`config.mk`:
```
export PLATFORM = sky130hd
export DESIGN_NAME = sys_bus_arbiter
export DESIGN_NICKNAME = d
export VERILOG_FILES = /design/src/rtl/sys_bus_pkg.sv /design/src/rtl/sys_bus_arbiter_req_latch.sv /design/src/rtl/sys_bus_arbiter.sv
export SDC_FILE = /design/constraint.sdc
export NUM_CORES = 1
export LEC_CHECK = 0
export ABC_AREA = 1
export BUFFER_PORTS_ARGS = -buffer_cell sky130_fd_sc_hd__clkbuf_2
export CORE_MARGIN = 1.5
export CORE_UTILIZATION = 56
export DETAILED_ROUTE_END_ITERATION = 8
export PLACE_DENSITY = 0.87
export SKIP_CTS_REPAIR_TIMING = 1
export SLEW_MARGIN = 20
export SYNTH_ARGS = -nofsm -noshare
export SYNTH_HDL_FRONTEND = slang
export SYNTH_SLANG_ARGS = --single-unit
```
`constraint.sdc`:
```
create_clock -name clk -period 3.1 [get_ports clk]
set_input_delay 0.93 -clock clk [delete_from_list [all_inputs] [get_ports clk]]
set_output_delay 0.93 -clock clk [all_outputs]
set_load 0.02 [all_outputs]
```
`src/rtl/sys_bus_pkg.sv`:
```
// ---------------------------------------------------------------------------
// sys_bus_pkg
// Shared types and constants for the two-requester system bus arbiter.
//   ADDR_W_DEF / DATA_W_DEF : default address / data widths
//   state_t                 : arbiter FSM states
//   req_id_t                : requester identifier (0 or 1)
//   ERR_DATA                : read data returned when a transaction is aborted
//   pick_grant()            : round-robin grant selection
// ---------------------------------------------------------------------------
package sys_bus_pkg;

    localparam int ADDR_W_DEF = 16;
    localparam int DATA_W_DEF = 32;

    typedef enum logic [1:0] {
        IDLE  = 2'd0,
        ISSUE = 2'd1,
        WAIT  = 2'd2,
        DONE  = 2'd3
    } state_t;

    typedef logic req_id_t;

    localparam logic [31:0] ERR_DATA = 32'hDEAD_BEEF;

    // With both requesters pending, the one that was not served last wins.
    function automatic req_id_t pick_grant(input logic pend0, input logic pend1,
                                           input req_id_t last_grant);
        if (pend0 && pend1) begin
            return ~last_grant;
        end else if (pend0) begin
            return 1'b0;
        end else begin
            return 1'b1;
        end
    endfunction

endpackage

```
`src/rtl/sys_bus_arbiter_req_latch.sv`:
```
// ---------------------------------------------------------------------------
// req_latch
// Captures one outstanding request from a cache requester.
//   clk, rst            : clock, synchronous active-high reset
//   strobe              : one-cycle request pulse
//   rw_in, address_in,
//   data_in             : request fields sampled with the strobe
//   clear               : request has completed (arbiter DONE for this side)
//   pending             : a captured request is waiting / in service
//   rw, address, data   : captured request fields
// ---------------------------------------------------------------------------
module req_latch #(
    parameter int ADDR_W = 16,
    parameter int DATA_W = 32
) (
    input  logic              clk,
    input  logic              rst,
    input  logic              strobe,
    input  logic              rw_in,
    input  logic [ADDR_W-1:0] address_in,
    input  logic [DATA_W-1:0] data_in,
    input  logic              clear,
    output logic              pending,
    output logic              rw,
    output logic [ADDR_W-1:0] address,
    output logic [DATA_W-1:0] data
);

    // A strobe arriving in the same cycle the old request retires is taken
    // as the next request; otherwise strobes while pending are dropped.
    always_ff @(posedge clk) begin
        if (rst) begin
            pending <= 1'b0;
            rw      <= 1'b0;
            address <= '0;
            data    <= '0;
        end else if (strobe && (!pending || clear)) begin
            pending <= 1'b1;
            rw      <= rw_in;
            address <= address_in;
            data    <= data_in;
        end else if (clear) begin
            pending <= 1'b0;
        end
    end

endmodule

```
`src/rtl/sys_bus_arbiter.sv`:
```
// ---------------------------------------------------------------------------
// sys_bus_arbiter
// Shares the backing-memory system bus between two cache requesters with
// round-robin grant, one memory transaction at a time.
//   clk, rst                      : clock, synchronous active-high reset
//   reqN_strobe/rw/address/data_in: one-cycle request from requester N
//   reqN_ready                    : one-cycle completion pulse to requester N
//   reqN_data_out                 : last read data for requester N
//   sysstrobe/sysrw/sysaddress/
//   sysdata_out                   : request to memory
//   sysdata_in, sysready          : memory response (sampled only in WAIT)
//   timeout_err                   : abort pulse, coincident with reqN_ready
// Build option: define TIMEOUT_EN to enable the WAIT watchdog (TIMEOUT
// cycles); without it WAIT is unbounded and timeout_err stays 0.
//
// state | meaning
// ------+----------------------------------------------------------------
// IDLE  | no transaction; grant a pending requester and drive the bus
// ISSUE | sysstrobe high for this single cycle
// WAIT  | bus fields held; waiting for sysready (or watchdog expiry)
// DONE  | reqG_ready high; granted latch is cleared, last_grant updated
// ---------------------------------------------------------------------------
module sys_bus_arbiter
    import sys_bus_pkg::*;
#(
    parameter int ADDR_W  = ADDR_W_DEF,
    parameter int DATA_W  = DATA_W_DEF,
    parameter int TIMEOUT = 15
) (
    input  logic              clk,
    input  logic              rst,
    input  logic              req0_strobe,
    input  logic              req0_rw,
    input  logic [ADDR_W-1:0] req0_address,
    input  logic [DATA_W-1:0] req0_data_in,
    output logic              req0_ready,
    output logic [DATA_W-1:0] req0_data_out,
    input  logic              req1_strobe,
    input  logic              req1_rw,
    input  logic [ADDR_W-1:0] req1_address,
    input  logic [DATA_W-1:0] req1_data_in,
    output logic              req1_ready,
    output logic [DATA_W-1:0] req1_data_out,
    output logic              sysstrobe,
    output logic              sysrw,
    output logic [ADDR_W-1:0] sysaddress,
    output logic [DATA_W-1:0] sysdata_out,
    input  logic [DATA_W-1:0] sysdata_in,
    input  logic              sysready,
    output logic              timeout_err
);

    state_t  state;
    req_id_t grant;
    req_id_t last_grant;
    req_id_t nxt_grant;

    logic              pend0, pend1;
    logic              lat0_rw, lat1_rw;
    logic [ADDR_W-1:0] lat0_address, lat1_address;
    logic [DATA_W-1:0] lat0_data, lat1_data;
    logic              clr0, clr1;

    logic              tmo_hit;
    logic              wait_done;
    logic [DATA_W-1:0] cpl_data;

    assign clr0 = (state == DONE) && (grant == 1'b0);
    assign clr1 = (state == DONE) && (grant == 1'b1);

    req_latch #(.ADDR_W(ADDR_W), .DATA_W(DATA_W)) u_latch0 (
        .clk        (clk),
        .rst        (rst),
        .strobe     (req0_strobe),
        .rw_in      (req0_rw),
        .address_in (req0_address),
        .data_in    (req0_data_in),
        .clear      (clr0),
        .pending    (pend0),
        .rw         (lat0_rw),
        .address    (lat0_address),
        .data       (lat0_data)
    );

    req_latch #(.ADDR_W(ADDR_W), .DATA_W(DATA_W)) u_latch1 (
        .clk        (clk),
        .rst        (rst),
        .strobe     (req1_strobe),
        .rw_in      (req1_rw),
        .address_in (req1_address),
        .data_in    (req1_data_in),
        .clear      (clr1),
        .pending    (pend1),
        .rw         (lat1_rw),
        .address    (lat1_address),
        .data       (lat1_data)
    );

    assign nxt_grant = pick_grant(pend0, pend1, last_grant);

`ifdef TIMEOUT_EN
    localparam int CNT_W = $clog2(TIMEOUT + 1);
    logic [CNT_W-1:0] wait_cnt;

    // Down-counter loaded on entry to WAIT; terminal count means TIMEOUT
    // WAIT cycles have elapsed without sysready.
    assign tmo_hit = (state == WAIT) && (wait_cnt == '0) && !sysready;
`else
    assign tmo_hit = 1'b0;
`endif

    assign wait_done = sysready || tmo_hit;
    assign cpl_data  = tmo_hit ? DATA_W'(ERR_DATA) : sysdata_in;

    always_ff @(posedge clk) begin
        if (rst) begin
            state         <= IDLE;
            grant         <= 1'b0;
            last_grant    <= 1'b1;
            sysstrobe     <= 1'b0;
            sysrw         <= 1'b0;
            sysaddress    <= '0;
            sysdata_out   <= '0;
            req0_ready    <= 1'b0;
            req1_ready    <= 1'b0;
            req0_data_out <= '0;
            req1_data_out <= '0;
            timeout_err   <= 1'b0;
`ifdef TIMEOUT_EN
            wait_cnt      <= '0;
`endif
        end else begin
            sysstrobe   <= 1'b0;
            req0_ready  <= 1'b0;
            req1_ready  <= 1'b0;
            timeout_err <= 1'b0;

            case (state)
                IDLE: begin
                    if (pend0 || pend1) begin
                        grant       <= nxt_grant;
                        sysstrobe   <= 1'b1;
                        sysrw       <= nxt_grant ? lat1_rw      : lat0_rw;
                        sysaddress  <= nxt_grant ? lat1_address : lat0_address;
                        sysdata_out <= nxt_grant ? lat1_data    : lat0_data;
                        state       <= ISSUE;
                    end
                end
                ISSUE: begin
`ifdef TIMEOUT_EN
                    wait_cnt <= CNT_W'(TIMEOUT - 1);
`endif
                    state <= WAIT;
                end
                WAIT: begin
                    if (wait_done) begin
                        state       <= DONE;
                        timeout_err <= tmo_hit;
                        if (grant == 1'b0) begin
                            req0_ready <= 1'b1;
                            if (sysrw) req0_data_out <= cpl_data;
                        end else begin
                            req1_ready <= 1'b1;
                            if (sysrw) req1_data_out <= cpl_data;
                        end
                    end
`ifdef TIMEOUT_EN
                    else begin
                        wait_cnt <= wait_cnt - 1'b1;
                    end
`endif
                end
                DONE: begin
                    last_grant <= grant;
                    state      <= IDLE;
                end
                default: state <= IDLE;
            endcase
        end
    end

endmodule

```
==> impl_metrics.ini <==
[timing]
postLayoutSetupSlackWorst_ns = 1.017
timing.hold.ws_ns = 0.4611
fin_crit_ns = 2.083
setup_viol = 0
max_freq_mhz = 480.2
relSlewSlack_pct = 28.29
setup_tns_ns = 0
rsz0062_at_grt = no
worst_clock_skew_ns = 0.01662
final_max_slew_viol_count = 0
post-route-period-util_pct = 67.18
final_hold_viol_count = 0
tightestPinTransition_ns = 1.076

[drt]
route.detailed.drc = 0
routed_wl_mm = 24.49
ant_nets = 0
drt_iter0_markers = 706
wl_per_cell_um = 14.68
viasPerCell = 5.414
vias = 9031
drtPass1Iterations = 5

[floorplanning]
die_h_um = 130.2
initial_utilization_pct = 57.25
die_area_sq_um = 16950
core_area_sq_um = 15830
rows = 46
io_pins = 252
die_x_um = 130.2

[clock_tree]
cts_max_level = 1
cts_tree = yes
cts-root-buf = clkbuf_16
cts_buffers = 23
clockBufferDepth = 3
worstSkewPairLatency_ns = 0.51
clk_pin_slew_ns = 0.06
cts.sinks = 220

[cells_and_area]
drive_gt1_share_pct = 21.83
instances_no_fill = 1668
num_antenna_cells = 0
areaGrowthSynthToFinish_pct = 22.20
fin_util_pct = 69.96
stdcell_area_sq_um = 11070
nNetsFinal = 1573
fill_cells = 1333

[setup_path]
path_class = flop to flop
critPathTopFamily = simple AND/OR/NAND/NOR gates
slowest_delay_ns = 0.73
required_ns = 3.53
cp_slowest_cell = dfxtp_4
arrival_ns = 2.51
crit_buf_inv = 0
cp_cell_sequence = nand2_4 > nand3b_1 > nand2_1 > nor2_1
critPathCaptureType = flop
start_kind = flop
worst-path-max-fanout = 99

[placed_design]
gp_congestion = 0.8048
io_buffer_count = 250
dp.cells = 1626
pre_cts_slack_ns = 0.8132
placedInstanceArea_sq_um = 10260
hpwl_mm = 15.31

[synth]
postSynthCellCount = 1249
syn_area_sq_um = 9061
yosysSeqAreaShare_pct = 48.61
ys.warnings.count = 0
synthesis.nets = 1387
ys_ff_latch = 220
synth_cell_type_count = 22
synth.avg_cell_area_sq_um = 7.255

[flow_run]
cap_viol_max_count = 0

[power_and_ir_drop]
p_total_mw = 8.113
p_per_area_nw_per_um2 = 732.7
p_leak_nw = 5.151
irDropWorstVdd_v = 0.0006071

[global_routing]
antenna_found_initial = 0
grt_pass1_vias = 8059
grt_overflow = 0
grt_usage_pct = 27.42
grt_first_pass_wirelength_mm = 38.01
grt_max_degree = 100

[min_path]
hold_path.class = flop to flop

[run_status]
status = finished, final reports clean
==> report_power, final <==
part / switching, mW / internal [mW] / total (mW) / leakage (nW)
clock network: 1.11 / 1.78 / 2.90 / 0.405
logic: 1.20 / 0.598 / 1.80 / 2.94
registers: 0.219 / 3.20 / 3.42 / 1.80
==> cell type report <==
type / instances / area, sq um / share of cell area (%)
Sequential cell: 220 / 4408 / 39.81
Multi-Input combinational cell: 865 / 3959 / 35.75
Timing Repair Buffer: 266 / 1399 / 12.63
Clock buffer: 31 / 676.9 / 6.113
Tap cell: 216 / 270.3 / 2.441
Inverter: 59 / 224.0 / 2.023
Clock inverter: 11 / 136.4 / 1.232
==> placed cells by master, fill, tap and decap left out, drive strengths merged <==
cell type	count
nand2	161
conb	1
nor3	3
clkinv	6
nand3	99
bufinv	3
clkbuf	280
buf	17
a21oi	151
o21ai	114
nor2	282
dfxtp	220
nand3b	50
inv	60
clkinvlp	1
o211ai	1
ha	3
==> routing by layer <==
metal | track usage (%) | routed length, um | vias up
met2 | 45.05 | 11530 | 383
met5 | 0 | 0 | -
met4 | 13.27 | 1088 | 0
li1 | - | - | 4432
met1 | 35.48 | 10190 | 4145
met3 | 3.977 | 1684 | 71
==> sequential cells by signal (all words and copies together), names as in the netlist, 2 cells and up <==
name and count:
state 2, u_latch1.address 16, sysdata_out 32, req0_data_out 32, u_latch0.data 32, sysaddress 16, req1_data_out 32, u_latch1.data 32
u_latch0.address 16
==> Yosys cell counts <==
cell type	instances	area, sq um
a21oi_1	151	755.7
buf_1	12	45.04
buf_2	53	265.3
buf_4	5	37.54
buf_6	2	22.52
clkbuf_1	33	123.9
conb_1	1	3.750
dfxtp_1	220	4404
ha_1	3	37.54
inv_1	57	214.0
inv_2	2	7.510
nand2_1	160	600.6
nand2_2	1	6.260
nand3_1	99	495.5
nand3b_1	50	375.4
nor2_1	278	1044
nor2_2	3	18.77
nor2_4	1	11.26
nor3_1	3	15.01
o211ai_1	1	7.510
o21ai_0	108	540.5
o21ai_1	6	30.03
==> final timing paths <==
check	cells after the start	start	slack, ns	end
hold reg to reg	2	u_latch1.address[6]	0.46	u_latch1.address[6]
hold / removal	2	u_latch1.address[6]	0.46	u_latch1.address[6]
setup / recovery	4	u_latch0.pending	1.02	u_latch0.data[23]
setup reg to reg	4	u_latch0.pending	1.02	u_latch0.data[23]
==> logic make-up (layout without fill, tap and decap cells) <==
family,Yosys count,in the layout,synth area share [%]
AO/OA/AOI/OAI,266,266,14.72
other,1,1,0.04139
adder cells (fa/ha/maj),3,3,0.4143
buffers and inverters,164,367,7.898
AND/OR/NAND/NOR,595,595,28.32
flip-flops,220,220,48.61
==> tightest hold or removal path, stage by stage, from the launching register on <==
cell and delay, ns:
dfxtp_1 0.31, nand2_1 0.06, a21oi_1 0.05
(Power assumes the default switching activity.)
